`config.mk`:
```
export PLATFORM = sky130hd
export DESIGN_NAME = dac_mem_loader
export DESIGN_NICKNAME = d
export VERILOG_FILES = /design/src/rtl/dac_mem_loader.sv
export SDC_FILE = /design/constraint.sdc
export NUM_CORES = 1
export LEC_CHECK = 0
export ABC_AREA = 0
export CAP_MARGIN = 25
export CORE_ASPECT_RATIO = 0.6
export CORE_UTILIZATION = 42
export CTS_CLUSTER_DIAMETER = 150
export DETAILED_ROUTE_END_ITERATION = 8
export PLACE_DENSITY = 0.84
export SLEW_MARGIN = 15
export SYNTH_ARGS = -nofsm -noshare
export SYNTH_HDL_FRONTEND = slang
export SYNTH_SLANG_ARGS = --single-unit
```
`constraint.sdc`:
```
create_clock -name clk -period 2 [get_ports clk]
set_input_delay 0.4 -clock clk [delete_from_list [all_inputs] [get_ports clk]]
set_output_delay 0.4 -clock clk [all_outputs]
set_load 0.05 [all_outputs]
```
`src/rtl/dac_mem_loader.sv`:
```
// Loads packed two-channel DAC samples into BRAM port A from a valid/ready stream.
// Each word becomes one dac_sample_t, written to consecutive addresses starting at 0.
module dac_mem_loader #(
    parameter int ADDR_WIDTH = 11
) (
    input  logic                  clk,
    input  logic                  rst_n,
    input  logic                  load_start_i,
    input  logic                  load_abort_i,
    input  logic [ADDR_WIDTH-1:0] load_len_i,
    input  logic                  fmt_signed_i,
    input  logic                  dac_en_i,
    input  logic                  s_valid_i,
    output logic                  s_ready_o,
    input  logic [31:0]           s_data_i,
    output logic [ADDR_WIDTH-1:0] mem_addr_o,
    output logic                  mem_we_o,
    output logic [27:0]           mem_wdata_o,
    output logic                  busy_o,
    output logic                  done_o,
    output logic                  err_o,
    output logic [ADDR_WIDTH-1:0] wr_cnt_o
);

    typedef enum logic [1:0] {
        IDLE = 2'd0,
        LOAD = 2'd1,
        DONE = 2'd2
    } state_t;

    typedef struct packed {
        logic [13:0] dac_ch1;
        logic [13:0] dac_ch0;
    } dac_sample_t;

    state_t                r_state;
    state_t                w_state_nxt;
    logic [ADDR_WIDTH-1:0] r_len;
    logic                  r_fmt;
    logic [ADDR_WIDTH-1:0] r_count;
    logic [ADDR_WIDTH-1:0] r_addr;
    logic                  r_we;
    dac_sample_t           r_wdata;
    logic                  r_err;

    logic                  w_start_req;
    logic                  w_start_acc;
    logic                  w_start_rej;
    logic                  w_hs;
    logic                  w_last;
    dac_sample_t           w_conv;

    // Abort beats a simultaneous start, and a start during LOAD is simply ignored.
    assign w_start_req = load_start_i && !load_abort_i && (r_state != LOAD);
    assign w_start_acc = w_start_req && (load_len_i != '0) && !dac_en_i;
    assign w_start_rej = w_start_req && !w_start_acc;
    assign w_hs        = s_valid_i && s_ready_o;
    assign w_last      = w_hs && (r_count == r_len - ADDR_WIDTH'(1));

    always_comb begin
        // NOTE: every combinational output gets a default first so no path infers a latch.
        w_conv = '0;
        if (r_fmt) begin
            w_conv.dac_ch0 = {~s_data_i[15], s_data_i[14:2]};
            w_conv.dac_ch1 = {~s_data_i[31], s_data_i[30:18]};
        end else begin
            w_conv.dac_ch0 = s_data_i[13:0];
            w_conv.dac_ch1 = s_data_i[29:16];
        end
    end

    always_ff @(posedge clk) begin
        // NOTE: sequential state uses non-blocking assignments so all registers update together.
        if (!rst_n) r_state <= IDLE;
        else        r_state <= w_state_nxt;
    end

    always_comb begin
        w_state_nxt = r_state;
        unique case (r_state)
            IDLE, DONE: if (w_start_acc) w_state_nxt = LOAD;
            LOAD: begin
                if (load_abort_i)  w_state_nxt = IDLE;
                else if (w_last)   w_state_nxt = DONE;
            end
            default:               w_state_nxt = IDLE;
        endcase
    end

    always_comb begin
        s_ready_o = (r_state == LOAD);
        busy_o    = (r_state == LOAD);
        done_o    = (r_state == DONE);
    end

    always_ff @(posedge clk) begin
        if (!rst_n) begin
            r_len   <= '0;
            r_fmt   <= 1'b0;
            r_count <= '0;
            r_addr  <= '0;
            r_we    <= 1'b0;
            r_wdata <= '0;
            r_err   <= 1'b0;
        end else begin
            r_we <= w_hs;
            if (w_hs) begin
                r_addr  <= r_count;
                r_wdata <= w_conv;
                r_count <= r_count + ADDR_WIDTH'(1);
            end
            if (w_start_acc) begin
                r_len   <= load_len_i;
                r_fmt   <= fmt_signed_i;
                r_count <= '0;
                r_err   <= 1'b0;
            end else if (w_start_rej) begin
                r_err   <= 1'b1;
            end
        end
    end

    assign mem_addr_o  = r_addr;
    assign mem_we_o    = r_we;
    assign mem_wdata_o = r_wdata;
    assign err_o       = r_err;
    assign wr_cnt_o    = r_count;

endmodule

```
Word level (Yosys, flattened, before mapping)
Index checks and enable logic that the tools add are counted.

Flip-flop bits (word level): 66. Bits of input ports: 50.

$add $sub $neg: 2. Eq/ne operators: 6. Multiplexer cells: 5. Bitwise operators: 3. Reductions and logical operators: 15.

Operators by type and width (count): 2-to-1 mux 28 bit (1); adder 11 x 1 -> 11 bit, second input constant (1); equality test 11 bit (1); nonzero test 11 bit (1); subtractor 11 x 1 -> 11 bit, second input constant (1); logical AND 1 bit (7); 2-to-1 mux 2 bit (3); one-hot mux 2 bit (2 select lines) (1); OR reduction 2 bit (2); logical NOT 1 bit (3); != test 3 x 2 -> 1 bit, second input constant (1); NOT 1 bit (3); equality test 2 x 1 -> 1 bit, second input constant (1); equality test 2 bit, second input constant (1); logical NOT 2 bit (1); != test 2 x 1 -> 1 bit, second input constant (1); != test 2 bit, second input constant (1); AND reduction 2 bit (1).

Depth between registers and ports, before layout
Gate-level depths: netlist of the first run.

Word-level depth: 7. Mapped depth: 8.

Worst setup path after synthesis of the first run
No wires, ideal clock.

Path type: register to register. Start: register r_count[7] (netlist: wr_cnt_o[7]). End: register r_state[1]. Library setup time: 0.061 ns. Arrival: 1.831 ns. Required time: 1.939 ns. Path slack: 0.108 ns. Cell stages (with the launch flop): 8. Clock period less this slack: 1.892 ns. Cells stage by stage: dfxtp_1 -> clkbuf_1 -> or2_2 -> a221o_1 -> o311ai_1 -> nor2_1 -> nor4_1 -> a31o_1.

Longest elaborated chain between the ends: 4.

RTL lines: from (decl) (RTL line 40) `logic [ADDR_WIDTH-1:0] r_count;`; from (signal assigned) (RTL line 110) `r_count <= r_count + ADDR_WIDTH'(1);`; equality test 11 bit (RTL line 58) `assign w_last = w_hs && (r_count == r_len - ADDR_WIDTH'(1));`; logical AND 1 bit (RTL line 58); != test 3 x 2 -> 1 bit (no line); AND reduction 2 bit (no line); to (signal assigned) (RTL line 75) `else r_state <= w_state_nxt;`; to (decl) (RTL line 36) `state_t r_state;`.

No other way between the ends. A chain may end at the register's enable or synchronous reset.

Final worst setup path of the first run
Start: register r_len[0]. End: register r_state[0].

Longest elaborated chain between the ends: 5.

RTL lines: from (decl) (RTL line 38) `logic [ADDR_WIDTH-1:0] r_len;`; from (signal assigned) (RTL line 113) `r_len <= load_len_i;`; subtractor 11 x 1 -> 11 bit (RTL line 58); equality test 11 bit (RTL line 58); logical AND 1 bit (RTL line 58); != test 3 x 2 -> 1 bit (no line); AND reduction 2 bit (no line).

No other way between the ends.

==> results by stage, run 1 <==
Synth:
- For this run, the leading register cell type out of synthesis is dfxtp_1.
- In this run the mean area of a mapped cell was around 8.8 um2.
- The fraction of post-synthesis cell area in the top cell type by area is 0.434.
- The number of flops mapped to enable cells by yosys is 0.
- The count of yosys warnings during synthesis is 0.
- The number of different library cells used by synthesis comes to 40.
- The net count after synthesis is around 400.
- The gate count after technology mapping is 346.
- The most instantiated library cell after synthesis is dfxtp_1.
- For this run, asynchronously set or reset flops after synthesis account for 0.
- Yosys attributes the largest share of cell area to dfxtp_1 (43%), mux2i_1 (13%), a211oi_1 (6.9%).
- Ranked by instance count, the synthesized netlist is headed by dfxtp_1 (66), nor2_1 (51), mux2i_1 (39), nand2_1 (36), a211oi_1 (28).
- The flip-flop and latch count after synthesis is 66.
- The share of the Yosys chip area taken by registers is 0.434.
- The netlist area before placement is 0.00304 mm2.
- The largest total area in the synthesized netlist belongs to dfxtp_1.

STA:
- The largest clock skew in the final design is roughly 8.5 ps.
- At the pin with the least slew margin, the transition time is 532 ps.
- The final period utilization is 0.961.
- Setup repair after global routing left no endpoint under its margin.
- The count of final hold-check violations is 0.
- The clock period could shrink to roughly 1900 ps.
- The maximum clock rate is around 520 MHz.
- Setup violations remaining at the end of the flow were counted as 0.
- The count of final max-slew check failures is 0.
- The tightest slew margin relative to the limit is 0.644.

Clocking:
- The clock root buffer master is clkbuf_16.
- In this run, post-CTS hold repair placed 0 buffers.
- TritonCTS created 9 clock buffers.
- The H-tree generated during clock tree synthesis spans 3 levels.
- The clock passes through at most 2 buffers.
- The clock latency at the later pin of the worst-skew pair is approximately 330 ps.
- The clock transition at the register clock pins on the worst setup and hold paths after CTS is ~50 ps.
- The total clock sinks is between 60 and 70.
- TritonCTS built the clock tree.
- Buffers added to address setup during post-CTS repair amount to 0.

Floorplan:
- The initial utilization of the core area, before any placement, comes to 0.444.
- The die covers roughly 0.0076 mm2.
- The vertical die dimension is between 60 and 70 um.
- The core region is ~0.0068 mm2.
- The number of placed I/O pins is around 110.
- The die is around 110 um wide.
- In this run the core area contains 23 standard-cell rows.

Placement:
- The final HPWL from detailed placement is roughly 6100 um.
- Routability-driven placement finished with a final weighted congestion of between 0.8 and 0.9.
- The total of buffers placed on input and output ports is around 100.

Power:
- Summing internal, switching and leakage power gives 3.19 mW.
- The power density of the placed cells is between 700 and 800 mW/mm2.
- The maximum resistive drop on vdd is roughly 0.45 mV.
- Summed over all cells, the static leakage comes to ~1.7 nW.

Run:
- Across the run, the number of max-cap violations was 0.

Finish:
- Of the cells placed in the final design, the portion with a size suffix greater than 1 is 0.108.
- The end-of-flow core utilization is 0.654.
- The number of diodes added for antenna fixing is 0.
- For this run, the post-layout net count is about 500.
- The area growth from synthesis to final layout is 47.1%.

Min path:
- The tightest min-delay check is of the reg2reg type.

Critical path:
- The data arrival time of the critical path is approximately 2100 ps.
- The kind of capture point of the worst setup path is a flop.
- The setup path with the least slack is of type reg2reg.
- STA puts the critical path data required time at approximately 2200 ps.
- The maximum fanout along the worst path is 7.
- The worst setup path is launched from a flop.

Drt:
- Before antenna repair, the detailed router went through 6 iterations.
- The number of vias per cell after detailed routing is 5.32.
- For this block, the via count after detailed routing is between 2000 and 3000.
- The number of remaining DRC errors is 2.
- The post-detailed-route count of antenna-violating nets is 0.
- Wires add up to 8400 um.
- In the final routed layout, each cell accounts on average for ~16 um.
- The violation count after the first detailed-route iteration is between 150 and 200.

Global routing:
- Across every metal layer, demand over resource in global routing totals 0.229.
- The number of global-route vias before repair was 2682.
- The initial antenna violation count is 0.
- The remaining global-route overflow is 0.
- The global-route wire length before repair is ~13000 um.
- Entering global routing, the biggest net connects 54 pins.

Run status:
- The final reports fail on design-rule violations.
- The flow ran to the end, but the final reports show violations.
[worst max-delay path, cell delays in order, from the launching register on]
cell     delay (ps)
dfxtp_1         310
inv_1            60
ha_1            300
nor2b_1         250
nand3_1         120
xnor2_1         190
nand4_1         190
nor3_1          230
o32ai_1         140
[path summary, 6_finish.rpt]
kind | cells past startpoint | slack (ps) | from | to
hold reg to reg | 2 | 460 | mem_addr_o[5] | mem_addr_o[5]
setup reg to reg | 8 | 80 | r_len[0] | r_state[0]
hold / removal | 2 | 460 | mem_addr_o[5] | mem_addr_o[5]
setup / recovery | 8 | 80 | r_len[0] | r_state[0]
[sequential cells by signal, indices dropped and copies added, names as in the netlist]
register,count
r_fmt,1
wr_cnt_o,11
r_len,11
mem_wdata_o,28
mem_we_o,1
r_state,2
mem_addr_o,11
err_o,1
[where the power goes]
group	internal (mW)	switching, mW	leakage, nW	total, mW
combinational	0.222	0.233	1.01	0.455
clock	0.822	0.546	0.129	1.37
sequential	1.34	0.0218	0.534	1.37
[metal layers]
metal | vias up | wire (um) | global-route usage
li1 | 1427 | - | -
met1 | 1351 | 4140 | 0.306
met2 | 89 | 3690 | 0.343
met3 | 7 | 484 | 0.0726
met4 | 0 | 82 | 0.0963
met5 | - | 0 | 0
[layout make-up]
class | count | area (um2)
fillers | 556 | 2370
multi-input cells | 245 | 1590
flip-flops and latches | 66 | 1320
repair buffers | 120 | 1180
clock buffers | 11 | 233
well taps | 87 | 109
inverters | 7 | 26.3
clock inverters | 4 | 20.0
[timing repair]
item,4_1_cts,5_1_grt
hold endpoints to repair,0,0
gates resized for setup,0,2
endpoints found under the setup margin,0,2
[kinds of logic after synthesis]
group                    after synthesis  share of synthesized area
XOR/XNOR                              20                     0.0575
AO/OA/AOI/OAI                         57                      0.132
adder cells (fa/ha/maj)                2                    0.00822
AND/OR/NAND/NOR                      127                      0.196
multiplexers                          39                      0.128
flip-flops                            66                      0.434
buffers and inverters                 35                     0.0448
[layout by cell type, fill, tap and decap left out, types with 4 or more instances in the layout]
| cell type | instances |
|---|---|
| clkdlybuf4s50_1 | 90 |
| dfxtp_1 | 66 |
| nor2_1 | 51 |
| mux2i_1 | 39 |
| nand2_1 | 36 |
| a211oi_1 | 28 |
| buf_4 | 26 |
| a21oi_1 | 16 |
| xor2_1 | 12 |
| clkbuf_16 | 9 |
| xnor2_1 | 8 |
| inv_1 | 7 |
| nor3_1 | 6 |
| nand4_1 | 6 |
| clkinv_2 | 4 |
| buf_12 | 4 |
[metrics by stage]
stage / TNS, ps / hold WS, ps / area [um2] / cells / worst slack (ps)
6_report: 0 / 456 / 4480 / 540 / 77.0
5_1_grt: 0 / 487 / 4480 / 540 / 0.262
4_1_cts: 0 / 461 / 4470 / 540 / 86.7
3_5_place_dp: -120 / 454 / 4220 / 525 / -57.4
3_3_place_gp: 0 / 440 / 4220 / 525 / 36.4
2_1_floorplan: 0 / 474 / 3040 / 346 / 108
No activity file was read; power rests on OpenSTA's default activity.
==> run 2: changes to the inputs <==
- CORE_MARGIN: default -> 5
- TNS_END_PERCENT: default -> 5
==> run 2 against run 1 <==
The run now ends clean. Global-route usage shrank 2.7 points. Final cell count grew 1.3%. Non-clock buffer count grew 2. Clock skew shrank 0.83 ps. Hold slack lost 6.9 ps. Sequential cell count is the same. Critical path depth shrank 7. Core utilization shrank 0.78 points. Power grew 15%. Maximum frequency grew 0.76%. Sequential power is essentially flat. Critical path type is now reg2out.
==> results by stage, run 2 (synthesis results as in run 1) <==
Run status:
- Run status: finished clean (was finished with violations).

Drt:
- The number of vias per cell after detailed routing was 5.33 (was 5.32).
- The via count is 2915 (was 2874).
- The average wire per standard cell came to 16.8 um (was 15.5 um).
- The first-pass iteration count of the detailed router was 5 (was 6).
- The number of remaining DRC errors came to 0 (was 2).
- The sum of routed wire length over all layers is 9210 um (was 8400 um).
- The violation count after the first detailed-route iteration came to 213 (was 188).
- The post-detailed-route count of antenna-violating nets is 0 (unchanged).

Floorplan:
- The width of the die is 120 um (was 112 um).
- The number of rows created at floorplan is 24 (was 23).
- The number of placed I/O pins was 105 (unchanged).
- The vertical die dimension was 75.9 um (was 67.9 um).
- The area of the die is 0.00911 mm2 (was 0.00760 mm2).
- The core area came to 0.00715 mm2 (was 0.00685 mm2).
- The initial standard-cell utilization of the core is 0.426 (was 0.444).

Power:
- The maximum resistive drop on vdd was 0.474 mV (was 0.450 mV).
- The static leakage is 1.72 nW (was 1.67 nW).
- The total chip power came to 3.66 mW (was 3.19 mW).
- The power density of the placed cells is 793 mW/mm2 (was 712 mW/mm2).

Clocking:
- The total clock sinks is 66 (unchanged).
- The clock latency at the later pin of the worst-skew pair is 330 ps (about the same).
- The clock root buffer master is clkbuf_16 (unchanged).
- The number of buffers between clock root and the deepest sink came to 2 (unchanged).
- The number of H-tree levels is 3 (unchanged).
- The clock transition at the register clock pins on the worst setup and hold paths after CTS is 60 ps (was 50 ps).
- The total CTS buffers is 9 (unchanged).
- The TritonCTS clock tree is built (unchanged).

Finish:
- Most frequent cells in the layout: clkdlybuf4s50_1 (90), dfxtp_1 (66), nor2_1 (50) (was clkdlybuf4s50_1 (90), dfxtp_1 (66), nor2_1 (51)).
- The area growth from synthesis to final layout is 51.7% (was 47.1%).
- The leading cell type in the layout, fill and taps excluded is clkdlybuf4s50_1 (unchanged).
- The number of diodes added for antenna fixing is 0 (unchanged).
- The net count reported at finish was 503 (was 501).
- The fraction of layout cells with a size suffix above 1 came to 0.136 (was 0.108).
- The flip-flop count of the largest register, all copies and words added came to 28 (unchanged).
- The filler-free cell count of the finished design is 547 (was 540).

STA:
- The count of final max-slew check failures is 0 (unchanged).
- The final period utilization is 0.954 (was 0.961).
- The time the worst path needs with I/O delays and setup is 1910 ps (was 1920 ps).
- The maximum clock rate is 524 MHz (was 520 MHz).
- The count of final hold-check violations is 0 (unchanged).
- The tightest slew margin relative to the limit was 0.629 (was 0.644).
- The slew at the pin with the worst max-slew slack is 554 ps (was 532 ps).
- RSZ-0062 raised after global routing: no (unchanged).
- The summed negative setup slack over all endpoints is 0 ps (unchanged).
- The largest clock skew in the final design is 7.69 ps (was 8.52 ps).
- The total of endpoints with negative setup slack in the final report came to 0 (unchanged).

Global routing:
- The number of global-route vias before repair is 2996 (was 2682).
- The all-layer global routing usage is 0.202 (was 0.229).
- The initial antenna violation count is 0 (unchanged).
- The maximum number of pins on one net before global-route repair is 54 (unchanged).
- The global-route wire length before repair is 14800 um (was 13300 um).
- The remaining global-route overflow was 0 (unchanged).

Placement:
- The final HPWL from detailed placement is 6610 um (was 6150 um).
- The number of placed instances with taps included is 528 (was 525).
- The total of buffers placed on input and output ports is 104 (unchanged).
- The final RePlAce weighted congestion is 0.805 (was 0.815).

Critical path:
- The worst reg-to-reg path cell count was 8 (unchanged).
- The maximum fanout along the worst path is 2 (was 7).
- The master of the slowest instance on the critical path is clkdlybuf4s50_1 (was dfxtp_1).
- The critical path startpoint category is a flop (unchanged).
- Cells traversed along the worst timing path: clkdlybuf4s50_1 (was inv_1 > ha_1 > nor2b_1 > nand3_1 > xnor2_1 > nand4_1 > nor3_1 > o32ai_1).
- The critical path's top delay family is buffers and inverters (was simple AND/OR/NAND/NOR gates).
- The kind of capture point of the worst setup path is an output pin (was flop).
- The data arrival time of the critical path is 1510 ps (was 2120 ps).
- The critical setup path kind is reg2out (was reg2reg).
- The buffer and inverter count on the worst path came to 1 (unchanged).
- The stage delay of the slowest cell on the critical path was 830 ps (was 310 ps).
- The critical path depth in cells is 1 (was 8).
- The data required time at the worst endpoint is 1600 ps (was 2200 ps).

Min path:
- The cell depth of the worst min-delay path is 2 (unchanged).
- The path category of the worst min-delay check is reg2reg (unchanged).

Run:
- The max-capacitance violation count is 0 (unchanged).
run 2: cell types whose count changed in the layout (fill, tap and decap cells not counted), moves of 2 or more:
| cell | previous run | this run |
|---|---|---|
| buf_4 | 26 | 29 |
| bufinv_16 | 0 | 3 |
| clkinv_2 | 4 | 0 |
| clkinv_4 | 0 | 2 |
| nor3_1 | 6 | 4 |
| nor3_2 | 1 | 3 |
| o311ai_1 | 2 | 0 |
run 2: final timing paths:
kind,slack [ps],endpoint,startpoint
setup / recovery,90,mem_wdata_o[16],mem_wdata_o[16]
hold / removal,450,err_o,err_o
setup reg to reg,120,r_state[0],r_len[1]
hold reg to reg,450,err_o,err_o
run 2: where the power goes:
group          internal [mW]  total [mW]  switching, mW
combinational          0.230       0.474          0.244
sequential              1.34        1.37         0.0229
clock                   1.22        1.82          0.600
run 2: final cells by class:
type | count | area, um2
flip-flops and latches | 66 | 1320
fillers | 569 | 2530
repair buffers | 122 | 1180
clock buffers | 10 | 229
multi-input cells | 245 | 1630
well taps | 91 | 114
clock inverters | 6 | 115
inverters | 7 | 26.3
run 2: per-layer routing:
metal  routed length (um)  vias up  track usage
li1                     -     1421            -
met1                 4060     1373        0.252
met2                 4340      105        0.334
met3                  654       16       0.0640
met4                  161        0       0.0651
met5                    0        -            0
run 2: repair_timing:
item / 4_1_cts / 5_1_grt
resized for setup: 0 / 10
hold buffers: 0 / 0
endpoints found under the setup margin: 2 / 2
buffers inserted: 0 / 3
pin swaps: 1 / 3
hold endpoints to repair: 0 / 0
run 2: per-stage QoR:
step | area (um2) | utilization | setup WS (ps) | hold WS (ps)
floorplan | 3040 | - | 108 | 474
global placement | 4210 | 0.588 | -70.2 | 440
detailed placement | 4210 | 0.588 | -145 | 446
CTS | 4550 | 0.637 | 4.95 | 450
global route | 4620 | 0.646 | 9.37 | 477
finish | 4620 | 0.646 | 91.6 | 449
